<file path="config.mk">
export PLATFORM = sky130hd
export DESIGN_NAME = fetch_ctrl
export DESIGN_NICKNAME = d
export VERILOG_FILES = /design/src/rtl/fetch_ctrl_pkg.sv /design/src/rtl/fetch_buf.sv /design/src/rtl/fetch_ctrl.sv
export SDC_FILE = /design/constraint.sdc
export NUM_CORES = 1
export LEC_CHECK = 0
export ABC_AREA = 1
export CORE_UTILIZATION = 51
export CTS_BUF_LIST = sky130_fd_sc_hd__clkbuf_4 sky130_fd_sc_hd__clkbuf_8 sky130_fd_sc_hd__clkbuf_16
export DETAILED_ROUTE_END_ITERATION = 10
export PLACE_DENSITY = 0.8
export SYNTH_ARGS = -nofsm -noshare
export SYNTH_HDL_FRONTEND = slang
export SYNTH_SLANG_ARGS = --single-unit
</file>
<file path="constraint.sdc">
create_clock -name clk -period 5 [get_ports clk]
set_clock_uncertainty 0.1 [all_clocks]
set_input_delay 1 -clock clk [delete_from_list [all_inputs] [get_ports clk]]
set_output_delay 1 -clock clk [all_outputs]
set_load 0.02 [all_outputs]
</file>
<file path="src/rtl/fetch_ctrl_pkg.sv">
// Shared widths, FSM encoding and the halt opcode for the fetch control block.
package fetch_ctrl_pkg;

  localparam int WORD      = 64;
  localparam int INSTR_LEN = 32;
  localparam int BUF_DEPTH = 2;

  localparam logic [INSTR_LEN-1:0] HALT_INSTR_DEFAULT = 32'hD440_0000;

  typedef enum logic [2:0] {
    FS_IDLE  = 3'd0,
    FS_FETCH = 3'd1,
    FS_DRAIN = 3'd2,
    FS_HALT  = 3'd3
  } fetch_state_t;

endpackage

</file>
<file path="src/rtl/fetch_buf.sv">
// Two-entry {pc,instr} FIFO between fetch and decode with a registered head
// so decode never sees a combinational path from instruction memory.
module fetch_buf
  import fetch_ctrl_pkg::*;
(
  input  logic                 clk,
  input  logic                 reset,
  input  logic                 push,
  input  logic                 pop,
  input  logic                 flush,
  input  logic [WORD-1:0]      push_pc,
  input  logic [INSTR_LEN-1:0] push_instr,
  output logic [WORD-1:0]      head_pc,
  output logic [INSTR_LEN-1:0] head_instr,
  output logic [1:0]           count,
  output logic                 full,
  output logic                 empty
);

  logic [WORD-1:0]      pc_mem    [BUF_DEPTH];
  logic [INSTR_LEN-1:0] instr_mem [BUF_DEPTH];
  logic                 wr_ptr, rd_ptr, wr_next, rd_next;
  logic                 do_push, do_pop;
  logic [1:0]           count_next;
  logic [WORD-1:0]      head_pc_next;
  logic [INSTR_LEN-1:0] head_instr_next;

  assign full    = (count == 2'd2);
  assign empty   = (count == 2'd0);
  assign do_pop  = pop & ~empty & ~flush;
  assign do_push = push & ~flush & (~full | do_pop);

  // The head register is loaded with whatever entry will sit at rd_ptr after
  // this edge, bypassing the memory when that entry is being written now.
  always_comb begin
    rd_next         = rd_ptr ^ do_pop;
    wr_next         = wr_ptr ^ do_push;
    count_next      = count + 2'(do_push) - 2'(do_pop);
    head_pc_next    = head_pc;
    head_instr_next = head_instr;
    if (flush) begin
      rd_next    = 1'b0;
      wr_next    = 1'b0;
      count_next = 2'd0;
    end else if (count_next != 2'd0) begin
      if (do_push && (wr_ptr == rd_next)) begin
        head_pc_next    = push_pc;
        head_instr_next = push_instr;
      end else begin
        head_pc_next    = pc_mem[rd_next];
        head_instr_next = instr_mem[rd_next];
      end
    end
  end

  always_ff @(posedge clk) begin
    if (do_push) begin
      pc_mem[wr_ptr]    <= push_pc;
      instr_mem[wr_ptr] <= push_instr;
    end
  end

  always_ff @(posedge clk or negedge reset) begin
    if (!reset) begin
      wr_ptr     <= 1'b0;
      rd_ptr     <= 1'b0;
      count      <= 2'd0;
      head_pc    <= '0;
      head_instr <= '0;
    end else begin
      wr_ptr     <= wr_next;
      rd_ptr     <= rd_next;
      count      <= count_next;
      head_pc    <= head_pc_next;
      head_instr <= head_instr_next;
    end
  end

endmodule

</file>
<file path="src/rtl/fetch_ctrl.sv">
// Fetch-stage sequencer: PC enable / mux select, start-up, branch redirect
// with buffer flush, and halt detection followed by a decode-side drain.
module fetch_ctrl
  import fetch_ctrl_pkg::*;
#(
  parameter logic [INSTR_LEN-1:0] HALT_INSTR = HALT_INSTR_DEFAULT
) (
  input  logic                 clk,
  input  logic                 reset,
  input  logic                 start,
  input  logic                 branch_valid,
  input  logic [WORD-1:0]      branch_target,
  input  logic [INSTR_LEN-1:0] imem_instr,
  input  logic [WORD-1:0]      imem_pc,
  output logic                 pc_en,
  output logic                 pc_src,
  output logic                 dec_valid,
  input  logic                 dec_ready,
  output logic [INSTR_LEN-1:0] dec_instr,
  output logic [WORD-1:0]      dec_pc,
  output logic                 halted,
  output logic [2:0]           state
);

  fetch_state_t cur_state, next_state;
  logic         redirect, push, pop, push_ok;
  logic [1:0]   count;
  logic         full, empty;
  logic         unused_target;

  // The target itself steers the datapath mux; control only needs the request.
  assign unused_target = ^branch_target;

  assign redirect  = branch_valid & ((cur_state == FS_FETCH) | (cur_state == FS_DRAIN));
  assign push_ok   = ~full | dec_ready;
  assign dec_valid = ~empty & ~redirect;
  assign pop       = dec_valid & dec_ready;
  assign halted    = (cur_state == FS_HALT);
  assign state     = cur_state;

  always_comb begin
    next_state = cur_state;
    pc_en      = 1'b0;
    pc_src     = 1'b0;
    push       = 1'b0;
    unique case (cur_state)
      FS_IDLE: begin
        if (start) next_state = FS_FETCH;
      end
      FS_FETCH: begin
        if (redirect) begin
          pc_en  = 1'b1;
          pc_src = 1'b1;
        end else if (push_ok) begin
          push = 1'b1;
          if (imem_instr == HALT_INSTR) next_state = FS_DRAIN;
          else                          pc_en      = 1'b1;
        end
      end
      FS_DRAIN: begin
        if (redirect) begin
          pc_en      = 1'b1;
          pc_src     = 1'b1;
          next_state = FS_FETCH;
        end else if (empty) begin
          next_state = FS_HALT;
        end
      end
      FS_HALT: begin
        next_state = FS_HALT;
      end
      default: next_state = FS_IDLE;
    endcase
  end

  always_ff @(posedge clk or negedge reset) begin
    if (!reset) cur_state <= FS_IDLE;
    else        cur_state <= next_state;
  end

  fetch_buf u_buf (
    .clk        (clk),
    .reset      (reset),
    .push       (push),
    .pop        (pop),
    .flush      (redirect),
    .push_pc    (imem_pc),
    .push_instr (imem_instr),
    .head_pc    (dec_pc),
    .head_instr (dec_instr),
    .count      (count),
    .full       (full),
    .empty      (empty)
  );

endmodule
</file>
## After elaboration in Yosys (flattened, before gate mapping)

Memories as Yosys holds them, arrays and structs flattened. A register that Yosys moved wholly into a read port is not among the register bits.
Cells that the tools add are included.

- Add/subtract/negate cells: 2
- Eq/ne operators: 10
- Multiplexer cells: 21
- Bitwise operators: 15
- Reduce and logical (&&, ||, !) cells: 8

Operators with widths:

| kind | count |
|---|---|
| $eq 32x32->1 const B | 1 |
| $mux 3 | 6 |
| $mux 1 | 12 |
| $pmux 3 s4 | 1 |
| $and 1x1->1 | 7 |
| $eq 3x2->1 const B | 2 |
| $ne 2x2->1 const B | 3 |
| $reduce_and 5->1 | 1 |
| $eq 3x1->1 const B | 1 |
| $logic_not 3->1 | 1 |
| $ne 3x1->1 const B | 1 |
| $not 1->1 | 3 |
| $or 1x1->1 | 3 |
| $add 2x1->2 | 1 |
| $eq 2x2->1 const B | 1 |
| $logic_not 1->1 | 2 |
| $logic_not 2->1 | 1 |
| $mux 2 | 1 |
| $ne 2x1->1 const B | 1 |
| $pmux 1 s2 | 1 |
| $reduce_and 2->1 | 1 |
| $reduce_bool 2->1 | 1 |
| $reduce_or 2->1 | 1 |
| $sub 2x1->2 | 1 |
| $xor 1x1->1 | 2 |

- Register bits: 7
- Memory bits (writable): 192
- Bits of input ports: 165
- Logic and storage cells: 62
- Memories: 2

Memory list:

| name | words | width | read ports | clocked after Yosys merged registers in | write ports | RTL line | source |
|---|---|---|---|---|---|---|---|
| u_buf.pc_mem | 2 | 64 | 1 | 1 | 1 | fetch_buf.sv:20 | `logic [WORD-1:0] pc_mem [BUF_DEPTH];` |
| u_buf.instr_mem | 2 | 32 | 1 | 1 | 1 | fetch_buf.sv:21 | `logic [INSTR_LEN-1:0] instr_mem [BUF_DEPTH];` |

## Logic depth before layout (Yosys ltp)

- Depth in word-level cells: 14
- Gate-level depth with buffers: 17

## Modules after synthesis

From an unflattened synthesis, not the netlist that was laid out.

- Cell total of the unflattened synthesis: 1371
- Area, all modules: 13135.1 µm²

Modules (own cells, without submodules):

| module | instances | cells each | area each (µm²) |
|---|---|---|---|
| fetch_buf | 1 | 1281 | 12677.2 |
| fetch_ctrl | 1 | 90 | 457.9 |

## Least setup slack after synthesis

OpenSTA, ideal clock, no wires.

- Path kind: input -> register
- From: in branch_valid
- To: mem u_buf.instr_mem[0][0], enable pin
- Library setup time: 0.466 ns
- Data arrival time: 4.066 ns
- Data required time: 4.434 ns
- Setup slack: 0.368 ns
- Stages on the path: 5
- Path buffers: 1
- Cells stage by stage: nand2_2 > nand2_1 > nor2_4 > clkbuf_1 > ha_1

- Word-level cells in the longest chain between the ends: 10
- Elaborated cells on any way between the ends: 13
- Those cells by class: mux (4); bitwise (9)

Ends and longest elaborated chain:

| item | RTL line | source |
|---|---|---|
| from (decl) | fetch_ctrl.sv:11 | `input logic branch_valid,` |
| $and 1x1->1 * | fetch_ctrl.sv:34 | `assign redirect = branch_valid & ((cur_state == FS_FETCH) \| (cur_state == FS_DRAIN));` |
| $not 1->1 (no source line) | n/a |  |
| $and 1x1->1 | fetch_ctrl.sv:36 | `assign dec_valid = ~empty & ~redirect;` |
| $and 1x1->1 | fetch_ctrl.sv:37 | `assign pop = dec_valid & dec_ready;` |
| $and 1x1->1 (2 in series) | fetch_buf.sv:30 | `assign do_pop = pop & ~empty & ~flush;` |
| $or 1x1->1 | fetch_buf.sv:31 | `assign do_push = push & ~flush & (~full \| do_pop);` |
| $and 1x1->1 * | fetch_buf.sv:31 |  |
| $mux 1 * | fetch_buf.sv:57 | `if (do_push) begin` |
| $mux 1 (implied by the code) * | fetch_buf.sv:59 | `instr_mem[wr_ptr] <= push_instr;` |
| to (decl) | fetch_buf.sv:21 |  |

Every way passes the cells marked *; elsewhere a longest branch is shown, timed or not.

## Worst setup path after layout

- From: in imem_instr[14]
- To: out pc_en

- Word-level cells in the longest chain between the ends: 5

Ends and longest elaborated chain:

| item | RTL line | source |
|---|---|---|
| from (decl) | fetch_ctrl.sv:13 | `input logic [INSTR_LEN-1:0] imem_instr,` |
| $eq 32x32->1 | fetch_ctrl.sv:56 | `if (imem_instr == HALT_INSTR) next_state = FS_DRAIN;` |
| $mux 1 | fetch_ctrl.sv:56 |  |
| $mux 1 | fetch_ctrl.sv:54 | `end else if (push_ok) begin` |
| $mux 1 | fetch_ctrl.sv:51 | `if (redirect) begin` |
| $pmux 1 s2 | fetch_ctrl.sv:46 | `unique case (cur_state)` |
| to (decl) | fetch_ctrl.sv:15 | `output logic pc_en,` |

No other way between the ends.

==> results.yml <==
sta:
  setup_slack_ps: 814.6
  max_freq_mhz: 238.9
  slew_headroom: 0.1976
  hold_violations: 0
  finalMaxSlewViolations: 0
  worst_pin_slew_ps: 1203
  finalSetupTns_ps: 0
  setup_viol: 0
  rsz0062_at_grt: "false"
  hold_ws_ps: 376.7
  period_minus_slack_ps: 4185
  period_share: 0.8371
worst_setup_path:
  cp.required_ps: 3900
  crit_type: "in -> out"
  r2r_cells: 11
  timing.rr.start: "state[0]"
  crit_chain: "clkdlybuf4s50_1, inv_1, nand2_1, nor3_1, nand2_1, nor2_1, nand2_1, nand4_1, nand2_1, clkdlybuf4s50_1"
  regToRegSetupSlack_ps: 1550
  worstPathArrival_ps: 3090
  r2r_end: "u_buf.head_instr[15]"
  crit_top_cell: "nand2_1"
  worstSetupEndpointType: "output port"
  crit_fanout: 3
  critical_path.startpoint_type: "input port"
  cp_slowest_cell: "clkdlybuf4s50_1"
  slowest_delay_ps: 570
route:
  wl_met3_um: 2124
  wl_met1_um: 12600
  dr.pass1.iters: 8
  top_layer_used: "met4"
  drcViolationCount: 0
  drtIter0Drc: 745
  ant_nets: 0
  vias_per_cell: 5.189
  routed_wl_um: 29820
  vias: 9584
  wl_met2_um: 14500
  detail_route.wl_per_cell_um: 16.15
synthesis:
  ys_warn_count: 0
  synthTopCellsByArea: "edfxtp_1 45%, dfrtp_1 20%, nand2_1 12%"
  synth_top_flop_cell: "edfxtp_1"
  synth_top_area_cell: "edfxtp_1"
  syn_area_um2: 12800
  ys_types: 27
  synthCells: 1321
  synthArstFlopShare: 0.3469
  synthTopCellsByCount: "409 x nand2_1, 207 x inv_1, 197 x nand3_1"
  avgSynthCellArea_um2: 9.689
  syn_nets: 1494
  ys_ff_latch: 294
  synth-seq-area-share: 0.6499
  synth.top_cell.area_share: 0.4505
  synth-edff-count: 192
  yosys.cell_count.top_type: "nand2_1"
clock_network:
  cts-resized-gates: 0
  post_cts_buffers: 0
  numCtsBuffers: 31
  tritoncts: "built"
  h-tree-depth: 1
  clkLatencyLatePin_ps: 540
  cts_hold_buffers: 0
  root_buffer: "clkbuf_16"
  clock-sinks: 294
  clock_tree.buffer_depth: 3
  clkTransAtPathRegs_ps: 50
hold_path:
  hold_path_end: "u_buf.head_pc[2]"
  hp-class: "reg -> reg"
  whs_path_depth: 2
  min_from: "u_buf.head_pc[2]"
die:
  io_pins: 268
  die_area_um2: 25730
  die_h_um: 160.4
  die_x_um: 160.4
  num_rows: 57
  coreArea_um2: 24460
  start_util: 0.5232
place:
  place_hpwl_um: 17260
  dpl_worst_slack_ps: 877.8
  dp.cells: 1790
  gp_congestion: 0.7962
  io_buffers: 202
final_layout:
  fin_cells: 1847
  nets: 1672
  antenna_cells: 0
  drive_gt1_frac: 0.05712
  fillers: 1850
  syn_to_final_growth_pct: 26.20
  fin_util: 0.6603
global_routing:
  grt_pass1_wl_um: 48380
  antenna_found_initial: 0
  grt_pass1_vias: 9601
  grt_max_degree: 99
  grt_overflow: 0
  track_usage: 0.2350
power_and_ir_drop:
  irDropWorstVdd_uv: 418.5
  p_leak_nw: 7.179
  p_per_area_nw_per_um2: 714.4
flow_run:
  max_cap_viol_count: 0
run_status:
  status: "finished, final reports clean"
## worst max-delay path by stage
stage                   start                    end  slack (ps)  depth (start not counted)
5_1_grt        imem_instr[14]                  pc_en         760                         10
3_3_place_gp   imem_instr[14]                  pc_en         930                         10
4_1_cts        imem_instr[14]                  pc_en         830                         10
6_report       imem_instr[14]                  pc_en         810                         10
3_5_place_dp   imem_instr[14]                  pc_en         880                         10
2_1_floorplan    branch_valid  u_buf.instr_mem[0][0]         370                          5
## worst max-delay path, delay by kind of cell
kind	cells	cell delay [ps]
buf+inv	3	1130
simple gates	7	950
## sequential cells by signal, summed over array words and instances (netlist names)
name	flops
u_buf.instr_mem	64
state	2
u_buf.count	2
u_buf.head_pc	64
u_buf.wr_ptr	1
u_buf.rd_ptr	1
u_buf.head_instr	32
u_buf.pc_mem	128
## metal layers
metal,up-vias,global-route usage
li1,4606,-
met1,4548,0.3036
met2,383,0.4077
met3,47,0.04158
met4,0,0.06494
met5,-,0
## power by group
part	switching, mW	internal (mW)
clock network	0.912	1.49
logic	3.54	1.90
registers	0.316	3.38
## layout make-up
class                   instances  area [µm²]  area share
multi-input cells             746        3376      0.2090
repair buffers                217        2182      0.1351
well taps                     324       405.4     0.02510
clock buffers                  48       934.6     0.05787
inverters                     209       785.8     0.04865
clock inverters                 9       150.1    0.009296
flip-flops and latches        294        8318      0.5150
## per-stage QoR
stage / total power [mW] / cell area, µm²
6_report: 11.54 / 16150
5_1_grt: 12.34 / 16150
4_1_cts: 11.61 / 16150
3_5_place_dp: 9.164 / 15070
3_3_place_gp: 9.023 / 15070
2_1_floorplan: 7.297 / 12800
## cells in the final DEF, fill, tap and decap left out, drive strengths merged
cell type      netlist  layout
nor3b                1       1
conb                 1       1
edfxtp             192     192
nand3              200     200
a21oi                3       3
ha                   8       8
dfrtp              102     102
nor2                 8       8
buf                 52      16
clkdlybuf4s50        0     201
nor3                 7       7
clkinv               0       5
clkbuf              20      48
nand4                4       4
xnor2                1       1
nand2              415     415
bufinv               0       4
inv                209     209
or2                  1       1
o21ai               97      97
## cells by family (layout without fill, tap and decap cells)
logic type               Yosys count  in the layout  synth area share
other                              1              1         0.0002930
AND/OR/NAND/NOR                  636            636            0.2115
buffers and inverters            281            483           0.09072
flip-flops                       294            294            0.6499
AO/OA/AOI/OAI                    100            100           0.03910
XOR/XNOR                           1              1         0.0006845
adder cells (fa/ha/maj)            8              8          0.007821
Power figures use the tool's default switching activity.
